`config.mk`:
```
export PLATFORM = sky130hd
export DESIGN_NAME = stream_sequencer_flat
export DESIGN_NICKNAME = d
export VERILOG_FILES = /design/src/rtl/stream_sequencer_if.sv /design/src/rtl/stream_sequencer.sv /design/src/flat_wrapper.sv
export SDC_FILE = /design/constraint.sdc
export NUM_CORES = 1
export LEC_CHECK = 0
export BUFFER_PORTS_ARGS = -buffer_cell sky130_fd_sc_hd__buf_4
export CAP_MARGIN = 20
export CORE_MARGIN = 3
export CORE_UTILIZATION = 50
export DETAILED_ROUTE_END_ITERATION = 6
export GPL_ROUTABILITY_DRIVEN = 0
export GPL_TIMING_DRIVEN = 0
export PLACE_DENSITY_LB_ADDON = 0.08
export SETUP_SLACK_MARGIN = 0.4
export SYNTH_ARGS = -nofsm -noshare
export SYNTH_HDL_FRONTEND = slang
export SYNTH_SLANG_ARGS = --single-unit
```
`constraint.sdc`:
```
create_clock -name clk -period 9 [get_ports clk]
set_input_delay 2.7 -clock clk [delete_from_list [all_inputs] [get_ports clk]]
set_output_delay 2.7 -clock clk [all_outputs]
set_load 0.005 [all_outputs]
```
`src/rtl/stream_sequencer_if.sv`:
```
// Handshake bundle between the stream sequencer and the HPS sampler/player pair.
// The sequencer takes the master view; the HPS side (or a bench) takes the slave view.
interface stream_sequencer_if #(
  parameter int WIDTH = 32
);
  logic             sampler_active;
  logic             player_active;
  logic             play_enable;
  logic [WIDTH-1:0] play_data;
  logic [WIDTH-1:0] sample_data;

  modport master (
    input  sampler_active,
    input  player_active,
    input  play_data,
    output play_enable,
    output sample_data
  );

  modport slave (
    output sampler_active,
    output player_active,
    output play_data,
    input  play_enable,
    input  sample_data
  );
endinterface

```
`src/rtl/stream_sequencer.sv`:
```
// Sequences one HPS sampler/player run: start delay, bounded or unbounded word
// counting, stall fault detection and a registered sample-data mux.
module stream_sequencer #(
  parameter int WIDTH     = 32,
  parameter int COUNT_W   = 24,
  parameter int STALL_MAX = 255
) (
  input  logic                clk,
  input  logic                reset,
  stream_sequencer_if.master  hps,
  input  logic [15:0]         cfg_delay,
  input  logic [COUNT_W-1:0]  cfg_length,
  input  logic                cfg_loopback,
  input  logic [WIDTH-1:0]    ext_data,
  output logic                busy,
  output logic                done,
  output logic                fault,
  output logic [COUNT_W-1:0]  word_count,
  output logic [2:0]          state,
  output logic [3:0]          led
);

  localparam int STALL_W = (STALL_MAX > 1) ? $clog2(STALL_MAX + 1) : 1;
  localparam logic [STALL_W-1:0] STALL_LAST = STALL_W'(STALL_MAX - 1);
  localparam logic [STALL_W-1:0] STALL_ONE  = STALL_W'(1);
  localparam logic [COUNT_W-1:0] COUNT_ONE  = COUNT_W'(1);
  localparam logic [COUNT_W-1:0] COUNT_ZERO = {COUNT_W{1'b0}};
  localparam logic [COUNT_W-1:0] COUNT_FULL = {COUNT_W{1'b1}};

  typedef enum logic [2:0] {
    ST_IDLE  = 3'd0,
    ST_DELAY = 3'd1,
    ST_RUN   = 3'd2,
    ST_FAULT = 3'd3
  } state_t;

  state_t               state_r;
  state_t               state_next_s;
  logic                 sampler_prev_r;
  logic [15:0]          delay_cnt_r;
  logic [15:0]          delay_next_s;
  logic [COUNT_W-1:0]   length_r;
  logic [COUNT_W-1:0]   length_next_s;
  logic [COUNT_W-1:0]   word_count_r;
  logic [COUNT_W-1:0]   count_next_s;
  logic [STALL_W-1:0]   stall_cnt_r;
  logic [STALL_W-1:0]   stall_next_s;
  logic                 done_r;
  logic                 done_next_s;
  logic                 done_seen_r;
  logic                 done_seen_next_s;
  logic                 play_enable_r;
  logic [WIDTH-1:0]     sample_data_r;
  logic                 busy_r;
  logic                 fault_r;
  logic                 run_r;

  logic                 start_s;
  logic [COUNT_W-1:0]   word_inc_s;
  logic                 len_hit_s;
  logic                 stall_hit_s;

  // Start is a registered rising edge; the previous-value flop resets high so a
  // level that is already up when reset releases does not start a run.
  assign start_s     = hps.sampler_active & ~sampler_prev_r;
  assign word_inc_s  = (word_count_r == COUNT_FULL) ? word_count_r : (word_count_r + COUNT_ONE);
  assign len_hit_s   = (length_r != COUNT_ZERO) && (word_inc_s == length_r);
  assign stall_hit_s = (stall_cnt_r == STALL_LAST);

  // Next-state and datapath-next logic for the run sequencer.
  always_comb begin
    state_next_s     = state_r;
    delay_next_s     = delay_cnt_r;
    length_next_s    = length_r;
    count_next_s     = word_count_r;
    stall_next_s     = stall_cnt_r;
    done_next_s      = 1'b0;
    done_seen_next_s = done_seen_r;
    case (state_r)
      ST_IDLE: begin
        if (start_s) begin
          delay_next_s     = cfg_delay;
          length_next_s    = cfg_length;
          count_next_s     = COUNT_ZERO;
          stall_next_s     = {STALL_W{1'b0}};
          done_seen_next_s = 1'b0;
          if (cfg_delay != 16'd0) begin
            state_next_s = ST_DELAY;
          end else begin
            state_next_s = ST_RUN;
          end
        end else begin
          state_next_s = ST_IDLE;
        end
      end
      ST_DELAY: begin
        if (!hps.sampler_active) begin
          state_next_s = ST_IDLE;
        end else if (delay_cnt_r == 16'd1) begin
          state_next_s = ST_RUN;
          delay_next_s = 16'd0;
        end else begin
          delay_next_s = delay_cnt_r - 16'd1;
        end
      end
      ST_RUN: begin
        // Completion outranks an abort on the same cycle; an abort holds the count.
        if (hps.player_active && len_hit_s) begin
          count_next_s     = length_r;
          done_next_s      = 1'b1;
          done_seen_next_s = 1'b1;
          state_next_s     = ST_IDLE;
        end else if (!hps.sampler_active) begin
          state_next_s = ST_IDLE;
        end else if (hps.player_active) begin
          count_next_s = word_inc_s;
          stall_next_s = {STALL_W{1'b0}};
        end else if (stall_hit_s) begin
          stall_next_s = stall_cnt_r + STALL_ONE;
          state_next_s = ST_FAULT;
        end else begin
          stall_next_s = stall_cnt_r + STALL_ONE;
        end
      end
      ST_FAULT: begin
        if (!hps.sampler_active) begin
          state_next_s = ST_IDLE;
        end else begin
          state_next_s = ST_FAULT;
        end
      end
      default: begin
        state_next_s = ST_IDLE;
      end
    endcase
  end

  // State, counters and registered outputs.
  always_ff @(posedge clk) begin
    if (reset) begin
      state_r        <= ST_IDLE;
      sampler_prev_r <= 1'b1;
      delay_cnt_r    <= 16'd0;
      length_r       <= COUNT_ZERO;
      word_count_r   <= COUNT_ZERO;
      stall_cnt_r    <= {STALL_W{1'b0}};
      done_r         <= 1'b0;
      done_seen_r    <= 1'b0;
      play_enable_r  <= 1'b0;
      sample_data_r  <= {WIDTH{1'b0}};
      busy_r         <= 1'b0;
      fault_r        <= 1'b0;
      run_r          <= 1'b0;
    end else begin
      state_r        <= state_next_s;
      sampler_prev_r <= hps.sampler_active;
      delay_cnt_r    <= delay_next_s;
      length_r       <= length_next_s;
      word_count_r   <= count_next_s;
      stall_cnt_r    <= stall_next_s;
      done_r         <= done_next_s;
      done_seen_r    <= done_seen_next_s;
      // Enable rises one cycle into RUN but drops on the same edge RUN is left.
      play_enable_r  <= (state_r == ST_RUN) && (state_next_s == ST_RUN);
      if (state_r == ST_RUN) begin
        sample_data_r <= cfg_loopback ? hps.play_data : ext_data;
      end else begin
        sample_data_r <= {WIDTH{1'b0}};
      end
      busy_r         <= (state_next_s != ST_IDLE);
      fault_r        <= (state_next_s == ST_FAULT);
      run_r          <= (state_next_s == ST_RUN);
    end
  end

  assign hps.play_enable = play_enable_r;
  assign hps.sample_data = sample_data_r;
  assign busy            = busy_r;
  assign done            = done_r;
  assign fault           = fault_r;
  assign word_count      = word_count_r;
  assign state           = state_r;
  assign led             = {fault_r, done_seen_r, run_r, busy_r};

endmodule

```
`src/flat_wrapper.sv`:
```
// flat-port wrapper written by rule: the top's interface ports become plain ports
module stream_sequencer_flat 
#(
  parameter int WIDTH     = 32,
  parameter int COUNT_W   = 24,
  parameter int STALL_MAX = 255
)
  (clk, reset, cfg_delay, cfg_length, cfg_loopback, ext_data, busy, done, fault, word_count, state, led, hps_sampler_active, hps_player_active, hps_play_data, hps_play_enable, hps_sample_data);
  stream_sequencer_if #(.WIDTH(WIDTH)) hps_i ();
  input  logic clk;
  input  logic reset;
  input  logic [15:0] cfg_delay;
  input  logic [COUNT_W-1:0] cfg_length;
  input  logic cfg_loopback;
  input  logic [WIDTH-1:0] ext_data;
  output logic busy;
  output logic done;
  output logic fault;
  output logic [COUNT_W-1:0] word_count;
  output logic [2:0] state;
  output logic [3:0] led;
  input wire logic [$bits(hps_i.sampler_active)-1:0] hps_sampler_active;
  input wire logic [$bits(hps_i.player_active)-1:0] hps_player_active;
  input wire logic [$bits(hps_i.play_data)-1:0] hps_play_data;
  output wire logic [$bits(hps_i.play_enable)-1:0] hps_play_enable;
  output wire logic [$bits(hps_i.sample_data)-1:0] hps_sample_data;
  assign hps_i.sampler_active = hps_sampler_active;
  assign hps_i.player_active = hps_player_active;
  assign hps_i.play_data = hps_play_data;
  assign hps_play_enable = hps_i.play_enable;
  assign hps_sample_data = hps_i.sample_data;
  stream_sequencer #(.WIDTH(WIDTH), .COUNT_W(COUNT_W), .STALL_MAX(STALL_MAX)) u_core (.clk(clk), .reset(reset), .hps(hps_i), .cfg_delay(cfg_delay), .cfg_length(cfg_length), .cfg_loopback(cfg_loopback), .ext_data(ext_data), .busy(busy), .done(done), .fault(fault), .word_count(word_count), .state(state), .led(led));
endmodule
```
==> flow_results.org <==
** Global route
- Global routing usage summed across all routing layers :: between 20 and 30%
- Pin count of the biggest net entering global routing :: 17
- The first global-routing pass estimated roughly 33 mm of wire.
- Residual overflow from global routing :: 0
- The number of global-route vias before repair came to about 6700.
- Number of antenna violations at the first check in global routing :: 0

** Synthesis
- Counting flops with a built-in enable in the synthesized netlist gives 0.
- Synthesized netlist cell count :: a little over 800
- The number of different library cells used by synthesis comes to between 80 and 90.
- The cell area that synthesis handed to floorplanning was roughly 0.0064 mm².
- After synthesis, the mean cell area works out to 7.89 µm².
- Dominant cell type by area after synthesis :: sky130_fd_sc_hd__dfxtp_1
- Ranked by total cell area, the synthesized netlist is headed by sky130_fd_sc_hd__dfxtp_1, sky130_fd_sc_hd__a21oi_1, sky130_fd_sc_hd__nand2_1, sky130_fd_sc_hd__mux2i_1, sky130_fd_sc_hd__nor2_1.
- In the synthesized netlist the async set-or-reset flop fraction comes to 0%.
- Seq/Total Area, Yosys :: about 36%
- In the synthesized netlist the dominant register cell turns out to be sky130_fd_sc_hd__dfxtp_1.
- Area share of the largest cell type after synthesis :: a little over a third
- The synthesized design contains approximately 110 register bits.
- When the netlist entered floorplanning its net count stood at between 900 and 1000.
- For this run, the number of Yosys warnings is 0.

** Detailed routing
- For this block, the initial DRC count from the detailed router was about 680.
- For this block, the via count after detailed routing is about 7200.
- For this run, design rule violations remaining after detail routing come to 0.
- DRT Pass-1 Iters :: 6
- Routed wire length :: roughly 21 mm
- In the final routed layout, each cell accounts on average for between 15 and 20 µm.
- The detail route stage leaves a number of antenna-violating nets equal to 0.
- Using the TritonRoute via totals, the vias-per-cell ratio works out to just over 6.

** Flow run
- # Max-Cap Violations :: 0

** CTS
- Source-to-sink clock delay at the later pin of the worst-skew pair :: 0.42 ns
- Num Clock Sinks :: 114
- TritonCTS created 17 clock buffers.
- Clock edge transition at the registers on the reported setup and hold paths :: around 0.05 ns
- In this run the deepest clock path goes through 2 buffers.
- The cell sitting at the root of the clock tree is a sky130_fd_sc_hd__clkbuf_16.
- TritonCTS clock tree :: done
- The H-tree was split into 4 levels.
- Number of buffers inserted by hold repair at cts :: 0
- Post-CTS timing repair inserted 0 buffers for setup.
- In this run, post-CTS repair resized a total of 0 instances.

** Timing
- The final count of hold timing violations came to 0.
- Final number of max-transition violations :: 0
- Worst setup skew after layout :: 0.00998 ns
- Based on the critical path, the design can be clocked at up to about 0.22 GHz.
- Setup slack after layout :: 4.38 ns
- Period minus WS final :: roughly 4.6 ns
- Part of the cycle the worst path needs :: about 51%
- On the final layout, the worst hold slack is between 0.4 and 0.5 ns.
- Setup repair after global routing left no endpoint under its margin.
- Headroom to the max-slew limit came out at 48.0%.
- After routing, the total negative slack on setup checks comes to 0 ns.
- # setup viols final :: 0
- Transition time of the tightest slew-check pin :: between 0.7 and 0.8 ns

** Worst setup path
- Endpoint class of the critical path :: flop
- The critical path is of the primary input to flop type.
- For the worst setup path, the data arrival time is 4.92 ns.
- Of all nets on the critical path, the largest fanout is 10.
- STA classifies the critical path startpoint as a primary input.
- Worst path required time :: 9.30 ns
- Depth of the worst register-to-register path :: 11

** Placement
- Setup slack at placement :: between 4 and 5 ns
- Detailed placement ended at an HPWL of roughly 15 mm.
- IO buf count :: between 150 and 200
- Once placement completed, the tool counted placed cells totaling between 1000 and 1500.

** Power and ir drop
- Max rail drop VDD :: 0.114 mV
- Pwr Total :: ~1200 µW
- Power spread over the standard cell area amounts to roughly 140 mW/mm².
- In this run the static leakage power is between 0.003 and 0.004 µW.

** Final layout
- Fraction of layout cells with a size suffix above 1 :: 24.6%
- 0 antenna diodes ended up in the layout.
- Compared with the post-synthesis result, the final layout area differs by 32.0%.
- Nets :: between 1000 and 1500
- Filler-free cell count of the finished design :: 1187

** Run status
- The flow ran to the end, and the final reports show no timing, DRC or antenna violations.

** Die
- Top-level I/O count :: between 150 and 200
- Die outline width :: ~120 µm
- The floorplan step set the die height to between 100 and 150 µm.
- Number of placement rows :: 40
- Once the floorplan was initialized, standard cells occupied between 50 and 60% of the core.
- In this run the standard cell core region covers 0.0123 mm².
- Area of the die :: 0.0142 mm²

** Worst hold path
- Classification of the worst-slack hold path :: flop to flop
- Counting instances, the worst hold path has a depth of 1.
-- layer usage --
layer / wire length (µm) / global-route usage [%]
met1: 8100 / 34.8
met2: 10400 / 48.6
met3: 1970 / 7.50
met4: 760 / 11.2
met5: 0 / 0
-- synth_stat cells, types with 7 or more instances --
| cell | number |
|---|---|
| sky130_fd_sc_hd__nand2_1 | 104 |
| sky130_fd_sc_hd__and3_1 | 7 |
| sky130_fd_sc_hd__buf_4 | 9 |
| sky130_fd_sc_hd__o21ai_0 | 42 |
| sky130_fd_sc_hd__nand3_1 | 25 |
| sky130_fd_sc_hd__xnor2_1 | 15 |
| sky130_fd_sc_hd__nand4_1 | 21 |
| sky130_fd_sc_hd__a211oi_1 | 8 |
| sky130_fd_sc_hd__mux2i_1 | 37 |
| sky130_fd_sc_hd__nor2_1 | 82 |
| sky130_fd_sc_hd__nor4_1 | 25 |
| sky130_fd_sc_hd__buf_2 | 7 |
| sky130_fd_sc_hd__clkbuf_1 | 42 |
| sky130_fd_sc_hd__nor3_1 | 20 |
| sky130_fd_sc_hd__a21oi_1 | 79 |
| sky130_fd_sc_hd__dfxtp_1 | 114 |
| sky130_fd_sc_hd__a22oi_1 | 11 |
| sky130_fd_sc_hd__inv_1 | 21 |
| sky130_fd_sc_hd__o31ai_1 | 7 |
-- cells in the final DEF (no fill, tap or decap), drive strengths merged, types with 6 or more instances in the layout --
cell type | synthesis | layout
buf | 18 | 193
dfxtp | 114 | 114
nand2 | 106 | 106
nor2 | 84 | 84
a21oi | 80 | 80
clkbuf | 43 | 64
o21ai | 44 | 44
mux2i | 37 | 37
nand3 | 26 | 26
nor4 | 26 | 26
nand4 | 23 | 23
inv | 21 | 21
nor3 | 21 | 21
xnor2 | 15 | 15
a22oi | 11 | 11
o31ai | 10 | 10
a211oi | 8 | 8
clkinv | 0 | 8
and3 | 7 | 7
and4 | 7 | 7
o221a | 7 | 7
xor2 | 6 | 6
or4 | 6 | 6
o211ai | 6 | 6
a31oi | 6 | 6
-- registers in the layout (all words and copies together), names as in the netlist --
register and cells:
u_core.hps.sample_data 32, u_core.length_r 24, u_core.word_count 24, u_core.delay_cnt_r 16, u_core.stall_cnt_r 8, u_core.state 3, u_core.busy 1, u_core.done 1
u_core.done_seen_r 1, u_core.fault 1, u_core.hps.play_enable 1, u_core.run_r 1, u_core.sampler_prev_r 1
-- where the power goes --
group | leakage (µW) | switching (µW) | internal (µW)
sequential | 0.000920 | 6.13 | 510
clock | 0.000258 | 234 | 361
combinational | 0.00223 | 57.8 | 57.3
-- area by class of cell --
| class | count | area [µm²] |
|---|---|---|
| well taps | 168 | 210 |
| multi-input cells | 617 | 3780 |
| clock buffers | 21 | 460 |
| fillers | 1065 | 3790 |
| flip-flops and latches | 114 | 2280 |
| repair buffers | 175 | 1310 |
| clock inverters | 10 | 62.6 |
| inverters | 21 | 78.8 |
| plain buffers | 61 | 280 |
-- critical path, stage by stage --
cell and delay [ns]:
sky130_fd_sc_hd__buf_4 0.13, sky130_fd_sc_hd__nand2b_1 0.06, sky130_fd_sc_hd__clkbuf_1 0.26, sky130_fd_sc_hd__nor4_2 0.08, sky130_fd_sc_hd__buf_4 0.20, sky130_fd_sc_hd__a31oi_1 0.50, sky130_fd_sc_hd__clkbuf_1 0.55, sky130_fd_sc_hd__nor4_1 0.08
sky130_fd_sc_hd__o21ai_0 0.25, sky130_fd_sc_hd__a21oi_1 0.10
-- logic make-up (layout without fill, tap and decap cells) --
kind of cell,count (synthesis),count (layout),share of synthesized area [%]
simple gates,326,326,25.4
compound gates,226,226,23.6
flops,114,114,35.6
buf+inv,82,288,5.60
mux,38,38,5.95
xor+xnor,21,21,2.87
fa+ha+maj,5,5,0.975
other cells,1,1,0.0584
-- through the flow --
step                      instance area (µm²)  utilization, %
after global routing                     8470            69.1
final                                    8470            69.1
after floorplan                          6420               -
after global placement                   7930            64.7
after detailed placement                 7950            64.8
after CTS                                8470            69.1
-- path summary, 6_finish.rpt --
check	from	end	slack (ns)
worst min-delay path	u_core.stall_cnt_r[4]	u_core.stall_cnt_r[4]	0.49
worst min register to register	u_core.stall_cnt_r[4]	u_core.stall_cnt_r[4]	0.49
worst max-delay path	hps_sampler_active	u_core.word_count[23]	4.38
worst max register to register	u_core.word_count[5]	u_core.word_count[11]	4.86
(Power assumes the default switching activity.)
